<file path="src/rtl/pipelined_add_sub.sv">
// Pipelined ripple adder/subtractor.
// The N-bit operation is split into S slices of N/S bits. Stage k adds slice k
// using the carry registered by stage k-1. Each stage register carries the full
// operand and partial-sum vectors, so a transaction's slices always move
// together. The last stage register drives the outputs directly. The whole
// pipe stalls as one unit under output back-pressure.

module pipelined_add_sub_stage #(
    parameter int N = 16,
    parameter int W = 4,
    parameter int K = 0
) (
    input  logic         clk,
    input  logic         rst_n,
    input  logic         en,
    input  logic         vld_i,
    input  logic [N-1:0] a_i,
    input  logic [N-1:0] b_i,
    input  logic [N-1:0] sum_i,
    input  logic         c_i,
    output logic         vld_o,
    output logic [N-1:0] a_o,
    output logic [N-1:0] b_o,
    output logic [N-1:0] sum_o,
    output logic         c_o,
    output logic         ovf_o
);

    logic [W:0]   slice;
    logic [N-1:0] sum_nx;
    logic         ovf_nx;

    // Add this stage's slice.
    // The overflow term only means something in the stage that writes the MSB.
    always_comb begin
        slice  = {1'b0, a_i[K*W +: W]} + {1'b0, b_i[K*W +: W]} + {{W{1'b0}}, c_i};
        sum_nx = sum_i;
        sum_nx[K*W +: W] = slice[W-1:0];
        ovf_nx = (a_i[N-1] == b_i[N-1]) && (sum_nx[N-1] != a_i[N-1]);
    end

    // The valid bit follows the pipe on every advance, including bubbles.
    always_ff @(posedge clk or negedge rst_n) begin
        if (!rst_n)
            vld_o <= 1'b0;
        else if (en)
            vld_o <= vld_i;
    end

    // Data loads only when a real transaction moves in.
    // Bubbles leave the previous contents untouched.
    always_ff @(posedge clk or negedge rst_n) begin
        if (!rst_n) begin
            a_o   <= '0;
            b_o   <= '0;
            sum_o <= '0;
            c_o   <= 1'b0;
            ovf_o <= 1'b0;
        end else if (en && vld_i) begin
            a_o   <= a_i;
            b_o   <= b_i;
            sum_o <= sum_nx;
            c_o   <= slice[W];
            ovf_o <= ovf_nx;
        end
    end

endmodule

module pipelined_add_sub #(
    parameter int N = 16,
    parameter int S = 4
) (
    input  logic         clk,
    input  logic         rst_n,
    input  logic         in_valid,
    output logic         in_ready,
    input  logic [N-1:0] A,
    input  logic [N-1:0] B,
    input  logic         cin,
    input  logic         sub,
    output logic         out_valid,
    input  logic         out_ready,
    output logic [N:0]   total,
    output logic         ovf
);

    localparam int W = N / S;

    if (N % S != 0) begin : g_bad_split
        $error("pipelined_add_sub: N must be a multiple of S");
    end

    // Index 0 is the input side; index k+1 is the register of stage k.
    logic [S:0]          vld_pipe;
    logic [S:0][N-1:0]   a_p;
    logic [S:0][N-1:0]   b_p;
    logic [S:0][N-1:0]   sum_p;
    logic [S:0]          c_p;
    logic [S-1:0]        ovf_p;
    logic                adv;

    // A stalled result blocks every stage. Otherwise the whole pipe shifts.
    assign adv      = !out_valid || out_ready;
    assign in_ready = adv;

    // Subtract is done as A + ~B + ~cin.
    // That way carry-out = 1 means "no borrow".
    assign vld_pipe[0] = in_valid;
    assign a_p[0]      = A;
    assign b_p[0]      = sub ? ~B : B;
    assign sum_p[0]    = '0;
    assign c_p[0]      = sub ? ~cin : cin;

    for (genvar k = 0; k < S; k++) begin : g_stage
        pipelined_add_sub_stage #(
            .N (N),
            .W (W),
            .K (k)
        ) u_stage (
            .clk   (clk),
            .rst_n (rst_n),
            .en    (adv),
            .vld_i (vld_pipe[k]),
            .a_i   (a_p[k]),
            .b_i   (b_p[k]),
            .sum_i (sum_p[k]),
            .c_i   (c_p[k]),
            .vld_o (vld_pipe[k+1]),
            .a_o   (a_p[k+1]),
            .b_o   (b_p[k+1]),
            .sum_o (sum_p[k+1]),
            .c_o   (c_p[k+1]),
            .ovf_o (ovf_p[k])
        );
    end

    assign out_valid = vld_pipe[S];
    assign total     = {c_p[S], sum_p[S]};
    assign ovf       = ovf_p[S-1];

endmodule

</file>
<file path="config.mk">
export PLATFORM = sky130hd
export DESIGN_NAME = pipelined_add_sub
export DESIGN_NICKNAME = d
export VERILOG_FILES = /design/src/rtl/pipelined_add_sub.sv
export SDC_FILE = /design/constraint.sdc
export NUM_CORES = 1
export LEC_CHECK = 0
export BUFFER_PORTS_ARGS = -buffer_cell sky130_fd_sc_hd__buf_2
export CORE_MARGIN = 4
export CORE_UTILIZATION = 40
export CTS_CLUSTER_DIAMETER = 200
export DETAILED_ROUTE_END_ITERATION = 12
export PLACE_DENSITY = 0.59
export SLEW_MARGIN = 20
export SYNTH_ARGS = -nofsm -noshare
export SYNTH_HDL_FRONTEND = slang
export SYNTH_HIERARCHICAL = 1
export SYNTH_SLANG_ARGS = --single-unit
</file>
<file path="constraint.sdc">
create_clock -name clk -period 1.6 [get_ports clk]
set_clock_uncertainty 0.1 [all_clocks]
set_input_delay 0.08 -clock clk [delete_from_list [all_inputs] [get_ports clk]]
set_output_delay 0.08 -clock clk [all_outputs]
set_load 0.02 [all_outputs]
</file>
# Word level (Yosys, flattened, before mapping)
# Index checks and enable logic that the tools add are counted.
# word_totals
reg_bits	145
word_cells	40
input_bits	38
output_inout_bits	20
# classes
n_mux	2
reduce_logical	7
add_sub_neg	8
n_eq_ne	2
n_bitwise	2
# op_table
op	n
$add 4x4->5	4
$add 5x1->5	4
$mux 16	1
$not 16->16	1
$logic_and 1x1->1	5
$eq 1x1->1	1
$logic_not 1->1	1
$logic_or 1x1->1	1
$mux 1	1
$ne 1x1->1	1
$not 1->1	1

# Depth between registers and ports, before layout
# logic_depth
depth_word	4
depth_mapped	8
mapped_depth_nobuf	7

# Modules after synthesis
# Netlist, hierarchy kept.
# modules_own_cells
mod	area_per_inst_um2	seq_area_each_um2	n_inst	cells_each
pipelined_add_sub_stage (g_stage[0].u_stage ...)	2065.7	1276.2	3	138
pipelined_add_sub_stage (g_stage[3].u_stage)	2254.7	1276.2	1	135
pipelined_add_sub	197.7	0.0	1	22

# Worst setup path before layout
# Ideal clock, no wire load.
# synth_timing
path_kind	register to register
from	register g_stage[3].u_stage.vld_o
to	register g_stage[0].u_stage.sum_o[3]
setup_ps	137
period_less_slack_ps	1951
required_ps	1363
path_buffers	2
path_stages_with_launch	7
arrival_ps	1714
slack_ps	-351
path_cell_list	dfrtp_1 > nand2b_1 > nand2_1 > buf_6 > buf_6 > a221oi_2 > o211ai_1
# synth_between
elab_chain_len	3
# synth_rtl
item	line_no	source
from (decl)	21	output logic vld_o,
from (signal assigned)	47	vld_o <= vld_i;
$logic_not 1->1	104	assign adv = !out_valid || out_ready;
$logic_or 1x1->1	104	
named net in_ready	77	output logic in_ready,
$logic_and 1x1->1	59	end else if (en && vld_i) begin
to (signal assigned)	62	sum_o <= sum_nx;
to (decl)	24	output logic [N-1:0] sum_o,
# The timed path passes the listed nets, and every way through them passes these cells.
# A chain may end at the register's enable or synchronous reset.

# Worst setup path after layout
# layout_timing
from	register g_stage[2].u_stage.c_o
to	register g_stage[3].u_stage.sum_o[13]
# layout_between
elab_chain_len	1
# layout_rtl
item	line_no	source
from (decl)	25	output logic c_o,
from (signal assigned)	63	c_o <= slice[W];
$add 5x1->5	36	slice = {1'b0, a_i[K*W +: W]} + {1'b0, b_i[K*W +: W]} + {{W{1'b0}}, c_i};
to (signal assigned)	62	
to (decl)	24	
# No other way between the ends.

==> results.md <==
* Fin cells at 554
* Leakage dissipation at 2.56 nW
* Max-Cap Viols at 0
* Critical Path AT at between 1500 and 2000 ps
* Synth warnings at 6
* Sequential power share at 0.397
* Clock network power share at 0.201
* Top Ports at between 50 and 60
* Critical Setup Path Class: flip-flop to flip-flop
* H-tree levels at 3
* Core area at between 10000 and 15000 µm²
* Via count at around 2700
* Worst Path Max Fanout at 2
* Worst-margin pin slew at between 400 and 500 ps
* Sink Count at 97
* Die Area at around 13000 µm²
* Setup violations, final at 1
* Hpwl dp at ~5800 µm
* Most frequent cells in the layout: dfrtp_1, mux2_2, buf_2, xor2_1, inv_1
* Synth Area per Inst at ~14 µm²
* Drt first pass iters at 3
* Total Power at 10.7 mW
* First-pass GRT wire length at 13200 µm
* CP startpoint kind: flip-flop
* Area delta synth->final at 19.7%
* Final core utilization at 0.498
* PD cells at 1950 nW/µm²
* Fin area at ~5500 µm²
* Layout cells sized above 1 at 0.452
* Combinational fraction of design power at 0.401
* Global Route Usage Sum at 0.127
* Starting Density at 0.416
* Clk_lat worst skew at between 300 and 400 ps
* Clk slew on worst S/H paths at 70 ps
* Placed inst area at 5000 µm²
* Die H at between 100 and 150 µm
* CP peak stage delay at between 400 and 500 ps
* Post-Syn Area at between 4000 and 5000 µm²
* Net Sw Frac at 0.327
* Top Layer Used: met4
* Largest net degree at the start of global routing at between 40 and 50
* Period minus WS final at ~1600 ps
* Routed wl met2 at around 3600 µm
* Most used cell, CP: fa_2
* RSZ-0062 raised after global routing: yes
* Hold Crit Class: input port to flip-flop
* Met3 Routed Length at approximately 350 µm
* Final nets at ~470
* Max-slew violations at 0
* Placer Congestion at 0.782
* Antenna fix cells at 0
* Crit end category: flip-flop
* Int Power at ~7.2 mW
* Total gr overflow at 0
* CTS buffer count at 9
* Routed Antenna Nets at 0
* Width of the die at 115 µm
* Final period util at 1.01
* Final setup margin at -14.8 ps
* CP cell instances: fa_2 -> inv_2 -> fa_2 -> o21ai_1
* Synthesized netlist cell count at 333
* VDD IR-drop max at ~0.86 mV
* Worst Hold Slack at between 20 and 30 ps
* # DRC at 0
* Vias in the first global route at about 2700
* Most common cell after layout, fill and taps aside: dfrtp_1
* WP buf/inv at 1
* I/O Buffers at 57
* Root Driver: clkbuf_16
* Clock buffer depth at 2
* Initial antenna violation count at 0
* Initial DRC count at 80
* Post-DR wirelength/cell at 13.9 µm
* WL met1 at about 3700 µm
* Worst slack at placement at -73.0 ps
* Failing checks: setup timing
* Vias per cell at between 4 and 5
* Req. time, crit path at 1760 ps
* Setup TNS at -14.8 ps
* Syn nets at between 300 and 400
* CP delay by family, top: adder cells
* Final wirelength at about 7700 µm
* Max_slew headroom at 0.723
* Critical Path Slowest Stage Cell: dfrtp_1
* Status: complete, but fails checks
* Fmax at 619 MHz
* Final Hold Vio Count at 0
* Psw at 3.51 mW
* Clock tree from TritonCTS: built
* Cell count after placement at roughly 520
* Std-Cell Rows at 38
-- metal layers --
metal,GRT usage,vias to the layer above
met5,0,-
met1,0.171,1314
met3,0.0300,6
li1,-,1291
met4,0.0524,0
met2,0.196,45
-- power by group through the flow --
stage	Combinational, mW	Clock, mW	Sequential [mW]
6_report	4.31	2.16	4.27
4_1_cts	4.21	2.23	4.26
2_1_floorplan	3.25	0	4.35
5_1_grt	4.80	2.33	4.43
3_3_place_gp	4.02	0	4.26
3_5_place_dp	4.14	0	4.30
-- final cells by class --
| class | instances | area (µm²) |
|---|---|---|
| Clock buffer | 12 | 256 |
| Clock inverter | 4 | 51.3 |
| Fill cell | 996 | 5560 |
| Inverter | 19 | 71.3 |
| Multi-Input combinational cell | 193 | 1920 |
| Sequential cell | 97 | 2430 |
| Tap cell | 140 | 175 |
| Timing Repair Buffer | 89 | 613 |
-- worst register-to-register path: stages (launching register included) --
cell and delay (ps):
dfrtp_1 420, fa_2 420, inv_2 60, fa_2 420
o21ai_1 120
-- timing repair --
item                       4_1_cts  5_1_grt
setup endpoints to repair       18       11
gates resized for setup          8       11
buffers inserted                 0        2
pin swaps                        0        6
hold buffers                    14        0
hold endpoints to repair       108        0
-- state kept, by name, indices dropped and copies added, names as in the netlist --
register,count
g_stage.u_stage/vld_o,4
g_stage.u_stage/sum_o,40
g_stage.u_stage/b_o,24
g_stage.u_stage/ovf_o,1
g_stage.u_stage/c_o,4
g_stage.u_stage/a_o,24
-- path summary, 6_finish.rpt --
path,from,to,slack [ps],depth (start not counted)
max,g_stage[2].u_stage/c_o,g_stage[3].u_stage/sum_o[13],-10,4
min,B[6],g_stage[0].u_stage/b_o[6],30,3
max reg2reg,g_stage[2].u_stage/c_o,g_stage[3].u_stage/sum_o[13],-10,4
min reg2reg,g_stage[3].u_stage/sum_o[14],g_stage[3].u_stage/sum_o[14],370,2
max in group asynchronous,rst_n,g_stage[3].u_stage/vld_o,680,3
min in group asynchronous,rst_n,g_stage[3].u_stage/sum_o[0],120,2
No activity file was read; power rests on OpenSTA's default activity.
